`src/rtl/attractor_finder.sv`:
```
// attractor_finder: steps a Boolean network from a seed until a state repeats.
// Reports transient length, attractor period and entry state. Rev 1.0
`default_nettype none

module attractor_finder #(
  parameter int WIDTH = 8,
  parameter int DEPTH = 16,
  parameter int CNT_W = 5
) (
  input  logic             clk,
  input  logic             reset,
  input  logic             start,
  input  logic [0:WIDTH-1] seed,
  input  logic [0:WIDTH-1] next_status,
  output logic [0:WIDTH-1] status,
  output logic             busy,
  output logic             done,
  output logic             found,
  output logic             is_fixed,
  output logic             is_cycle,
  output logic [CNT_W-1:0] transient_len,
  output logic [CNT_W-1:0] cycle_len,
  output logic [0:WIDTH-1] entry_state
);

  localparam int IDX_W = (DEPTH > 1) ? $clog2(DEPTH) : 1;

  localparam logic [1:0] IDLE   = 2'd0;
  localparam logic [1:0] STEP   = 2'd1;
  localparam logic [1:0] SEARCH = 2'd2;
  localparam logic [1:0] DONE   = 2'd3;

  logic [1:0]       fsm;
  logic [CNT_W-1:0] count;
  logic [0:WIDTH-1] nxt;
  logic [0:WIDTH-1] hist [DEPTH];
  logic [DEPTH-1:0] match;
  logic             hit;
  logic [CNT_W-1:0] hit_idx;
  logic             full;

  // Only entries already written in this run take part in the compare.
  for (genvar i = 0; i < DEPTH; i++) begin : g_cmp
    assign match[i] = (CNT_W'(i) < count) && (hist[i] == nxt);
  end

  always_comb begin
    hit     = 1'b0;
    hit_idx = '0;
    for (int i = DEPTH - 1; i >= 0; i--) begin
      if (match[i]) begin
        hit     = 1'b1;
        hit_idx = CNT_W'(i);
      end
    end
  end

  assign full     = (count == CNT_W'(DEPTH));
  assign busy     = (fsm != IDLE);
  assign done     = (fsm == DONE);
  assign is_fixed = found && (cycle_len == CNT_W'(1));
  assign is_cycle = found && (cycle_len > CNT_W'(1));

  always_ff @(posedge clk) begin
    if (!reset) begin
      fsm           <= IDLE;
      count         <= '0;
      status        <= '0;
      nxt           <= '0;
      found         <= 1'b0;
      transient_len <= '0;
      cycle_len     <= '0;
      entry_state   <= '0;
    end else begin
      case (fsm)
        IDLE: begin
          if (start) begin
            status        <= seed;
            count         <= CNT_W'(1);
            found         <= 1'b0;
            transient_len <= '0;
            cycle_len     <= '0;
            entry_state   <= '0;
            fsm           <= STEP;
          end
        end
        STEP: begin
          nxt <= next_status;
          fsm <= SEARCH;
        end
        SEARCH: begin
          if (hit) begin
            found         <= 1'b1;
            transient_len <= hit_idx;
            cycle_len     <= count - hit_idx;
            entry_state   <= hist[hit_idx[IDX_W-1:0]];
            fsm           <= DONE;
          end else if (full) begin
            found         <= 1'b0;
            transient_len <= '0;
            cycle_len     <= '0;
            entry_state   <= '0;
            fsm           <= DONE;
          end else begin
            status <= nxt;
            count  <= count + CNT_W'(1);
            fsm    <= STEP;
          end
        end
        DONE:    fsm <= IDLE;
        default: fsm <= IDLE;
      endcase
    end
  end

  // History needs no reset: stale entries are masked by count.
  always_ff @(posedge clk) begin
    if (reset) begin
      if (fsm == IDLE && start) begin
        hist[0] <= seed;
      end else if (fsm == SEARCH && !hit && !full) begin
        hist[count[IDX_W-1:0]] <= nxt;
      end
    end
  end

endmodule

`default_nettype wire
```
`config.mk`:
```
export PLATFORM = sky130hd
export DESIGN_NAME = attractor_finder
export DESIGN_NICKNAME = d
export VERILOG_FILES = /design/src/rtl/attractor_finder.sv
export SDC_FILE = /design/constraint.sdc
export NUM_CORES = 1
export LEC_CHECK = 0
export BUFFER_PORTS_ARGS = -buffer_cell sky130_fd_sc_hd__buf_2
export CAP_MARGIN = 15
export CORE_AREA = 2 2 141 115
export DETAILED_ROUTE_END_ITERATION = 10
export DIE_AREA = 0 0 143 117
export PLACE_DENSITY_LB_ADDON = 0.2
export SYNTH_ARGS = -nofsm -noshare
export SYNTH_HDL_FRONTEND = slang
export SYNTH_SLANG_ARGS = --single-unit
```
`constraint.sdc`:
```
create_clock -name clk -period 3.9 [get_ports clk]
set_input_delay 0.78 -clock clk [delete_from_list [all_inputs] [get_ports clk]]
set_output_delay 0.78 -clock clk [all_outputs]
set_load 0.02 [all_outputs]
```
==> reports/results.ini <==
[pwr]
p_int_mw = 3.014
ir_worst_vdd_mv = 0.3365
power_density_nw_per_um2 = 388.9
switchingPower_uw = 987.8
swShare = 0.2468
sequentialPowerShare = 0.494
combPwrFrac = 0.076
power_frac_clock = 0.430
p_leak_nw = 3.909

[sta]
rsz0062_at_grt = false
min_period_over_period = 0.9445
slew_viol_final = 0
setup_violations = 0
hold_ws_ns = 0.4883
fin_crit_ns = 3.684
fin_skew_ns = 0.01142
fmax_mhz = 271.5
worst_slew_pin_slew_ns = 0.8048
hold_viol_final = 0
slew_headroom = 0.4624
fin_tns_setup_ns = 0
setup_ws_ns = 0.2163

[synthesis]
synthCells = 790
synth-warning-count = 0
ys_seq_area_frac = 0.5142
synth_ff_type = edfxtp_1
synth_fp_nets = 816
ys_seq_elements = 169
synth-edff-count = 128
synth.distinct_cells = 68
avgSynthCellArea_um2 = 11.48
synthArstFlopShare = 0
synth_area_um2 = 9071

[place]
portBuffers = 48
placed_area_um2 = 9692
place_hpwl_mm = 20.63
dp.cells = 1066
place_ws_ns = 0.2745
gp_congestion = 1.038

[clock_tree]
holdBufCountCts = 0
cts_sinks = 169
cts_buffer_depth = 2
cts_made_buffers = 17
cts_htree_levels = 4
cts_setup_buffers = 0
cts_tree = done
cts_root_buffer = clkbuf_16
post_cts_resized = 0
clk_pin_slew_ns = 0.06
clk_latency_ns = 0.44

[cells_and_area]
nets = 896
layout_common_cells = edfxtp_1, xor2_1, nor2_1
final_cell_area_um2 = 10290
drive_gt1_frac = 0.2016
final_common_cell = edfxtp_1
area_growth_pct = 13.45
diodes = 0
finalNonFillerCells = 1098

[critical_path]
critical_path.cell_chain = buf_4, xor2_1, nor4_1, nand3_1, a21boi_1, o22ai_1, o21a_4, buf_12, mux2_1, o22ai_1, a2111oi_0, or3_1
timing.setup.critical_path_class = reg -> reg
ff2ff_setup_slack_ns = 0.22
cp_max_fo = 35
path_delay_family = simple AND/OR/NAND/NOR gates
end_kind = flip-flop
path_buf_inv = 2
cp.required_ns = 4.22
cpMostUsedCell = o22ai_1
r2r_end = entry_state[1]
slowest_stage = nor4_1
slowest_delay_ns = 0.45
crit_arrival_ns = 4.00
worst-r2r-cell-count = 12
regToRegStartpoint = nxt[4]
start_kind = flip-flop

[grt]
grt_pass1_wl_mm = 42.34
overflow = 0
track_usage = 0.3552
grt_pass1_vias = 6692
grt_start_max_net_pins = 36
antenna_found_initial = 0

[routing]
firstDrtPassIters = 5
routed_wl_mm = 28.67
drt-initial-drc-count = 877
drc = 0
drt-wirelength-per-cell_um = 26.11
vias = 6889
vias_per_cell = 6.274
postRouteAntennaNets = 0

[floorplan]
pin_count = 50
dieWidth_um = 143
core_um2 = 15440
die_area_um2 = 16730
die_h_um = 117
rows = 41
start_util = 0.5875

[run]
drv_cap = 0

[outcome]
status = finished, final reports clean

[worst_hold_path]
hp-start = entry_state[4]
worstHoldPathCells = 2
hold_end = entry_state[4]
hp-class = reg -> reg

==> power by group through the flow <==
stage | logic [mW] | clock network (mW) | registers, mW
2_1_floorplan | 0.186 | 0 | 2.02
3_3_place_gp | 0.292 | 0 | 2.01
3_5_place_dp | 0.296 | 0 | 2.02
4_1_cts | 0.299 | 1.72 | 1.98
5_1_grt | 0.322 | 1.79 | 1.98
6_report | 0.304 | 1.72 | 1.98
==> cells in the mapped netlist, types with 3 or more instances <==
cell type  count  area, um2
dfxtp_1       41      820.8
o21ai_0        4      20.02
a311oi_1       9      78.83
a221oi_1       3      26.28
inv_1         22      82.58
edfxtp_1     128       3844
or3_4          3      33.78
and3_1         3      18.77
xor2_1        85      744.5
o211a_1        3      30.03
nand2_1       62      232.7
o221ai_1       6      52.55
or3_1          3      18.77
ha_1           6      75.07
buf_2          6      30.03
buf_6         19      214.0
a211o_1        6      52.55
clkbuf_1       8      30.03
nand2b_1       5      31.28
nand4_1       16      100.1
xnor2_1       49      429.2
mux2i_1       42      420.4
mux2_2        16      180.2
o22ai_1        3      18.77
a41oi_1        3      26.28
a211oi_1       9      67.56
nor2b_1        5      31.28
o211ai_1       6      45.04
or2_1          4      25.02
nor3_1        11      55.05
a21oi_1       21      105.1
o211ai_2       3      37.54
o21ai_1        4      20.02
a31oi_1        6      37.54
nor2_1        70      262.8
a21o_1         4      30.03
buf_4         10      75.07
nand3_1       20      100.1
a22oi_1       10      75.07
and2_1         4      25.02
nor4_1        17      106.4
==> through the flow <==
step | util | power [mW]
2_1_floorplan | - | 2.203
3_3_place_gp | 0.6277 | 2.307
3_5_place_dp | 0.6277 | 2.312
4_1_cts | 0.6661 | 3.997
5_1_grt | 0.6665 | 4.092
6_report | 0.6665 | 4.002
==> registers in the layout, indices dropped and copies added, names as in the netlist <==
name,flops
hist,128
found,1
transient_len,4
status,8
nxt,8
entry_state,8
count,5
cycle_len,5
fsm,2
==> kinds of logic after synthesis <==
| group | after synthesis | share of synthesized area |
|---|---|---|
| XOR/XNOR | 134 | 0.1294 |
| other | 1 | 0.0004134 |
| multiplexers | 59 | 0.06745 |
| buffers and inverters | 70 | 0.05324 |
| flip-flops | 169 | 0.5142 |
| AO/OA/AOI/OAI | 113 | 0.09379 |
| adder cells (fa/ha/maj) | 7 | 0.01048 |
| AND/OR/NAND/NOR | 237 | 0.1310 |
==> cell type report <==
cell class | count | area (um2)
flip-flops and latches | 169 | 4664
repair buffers | 108 | 740.7
fillers | 1207 | 5150
clock buffers | 17 | 425.4
clock inverters | 15 | 167.7
well taps | 215 | 269.0
inverters | 23 | 86.33
multi-input cells | 551 | 3938
==> metal layers <==
layer / part of all wire / wire length (um) / global-route usage / vias up
met5: 0 / 0 / 0 / -
met4: 0.031 / 903 / 0.1281 / 0
met3: 0.094 / 2703 / 0.07160 / 68
met2: 0.45 / 12820 / 0.5474 / 368
met1: 0.43 / 12250 / 0.5044 / 3437
li1: - / - / - / 3016
==> how the worst max path moves through the flow <==
stage,endpoint,from,depth (start not counted)
global placement,entry_state[5],nxt[0],13
finish,entry_state[1],nxt[4],12
global route,entry_state[1],nxt[4],12
CTS,entry_state[5],nxt[0],13
detailed placement,entry_state[5],nxt[0],13
floorplan,cycle_len[4],nxt[3],19
==> worst register-to-register path: cells and delay by family (launching register included) <==
family | cells | cell delay (ns)
flops | 1 | 0.44
xor+xnor | 1 | 0.10
mux | 1 | 0.38
compound gates | 5 | 0.95
simple gates | 3 | 1.22
buf+inv | 2 | 0.48
Note: power is estimated with default switching activity, not from simulation.
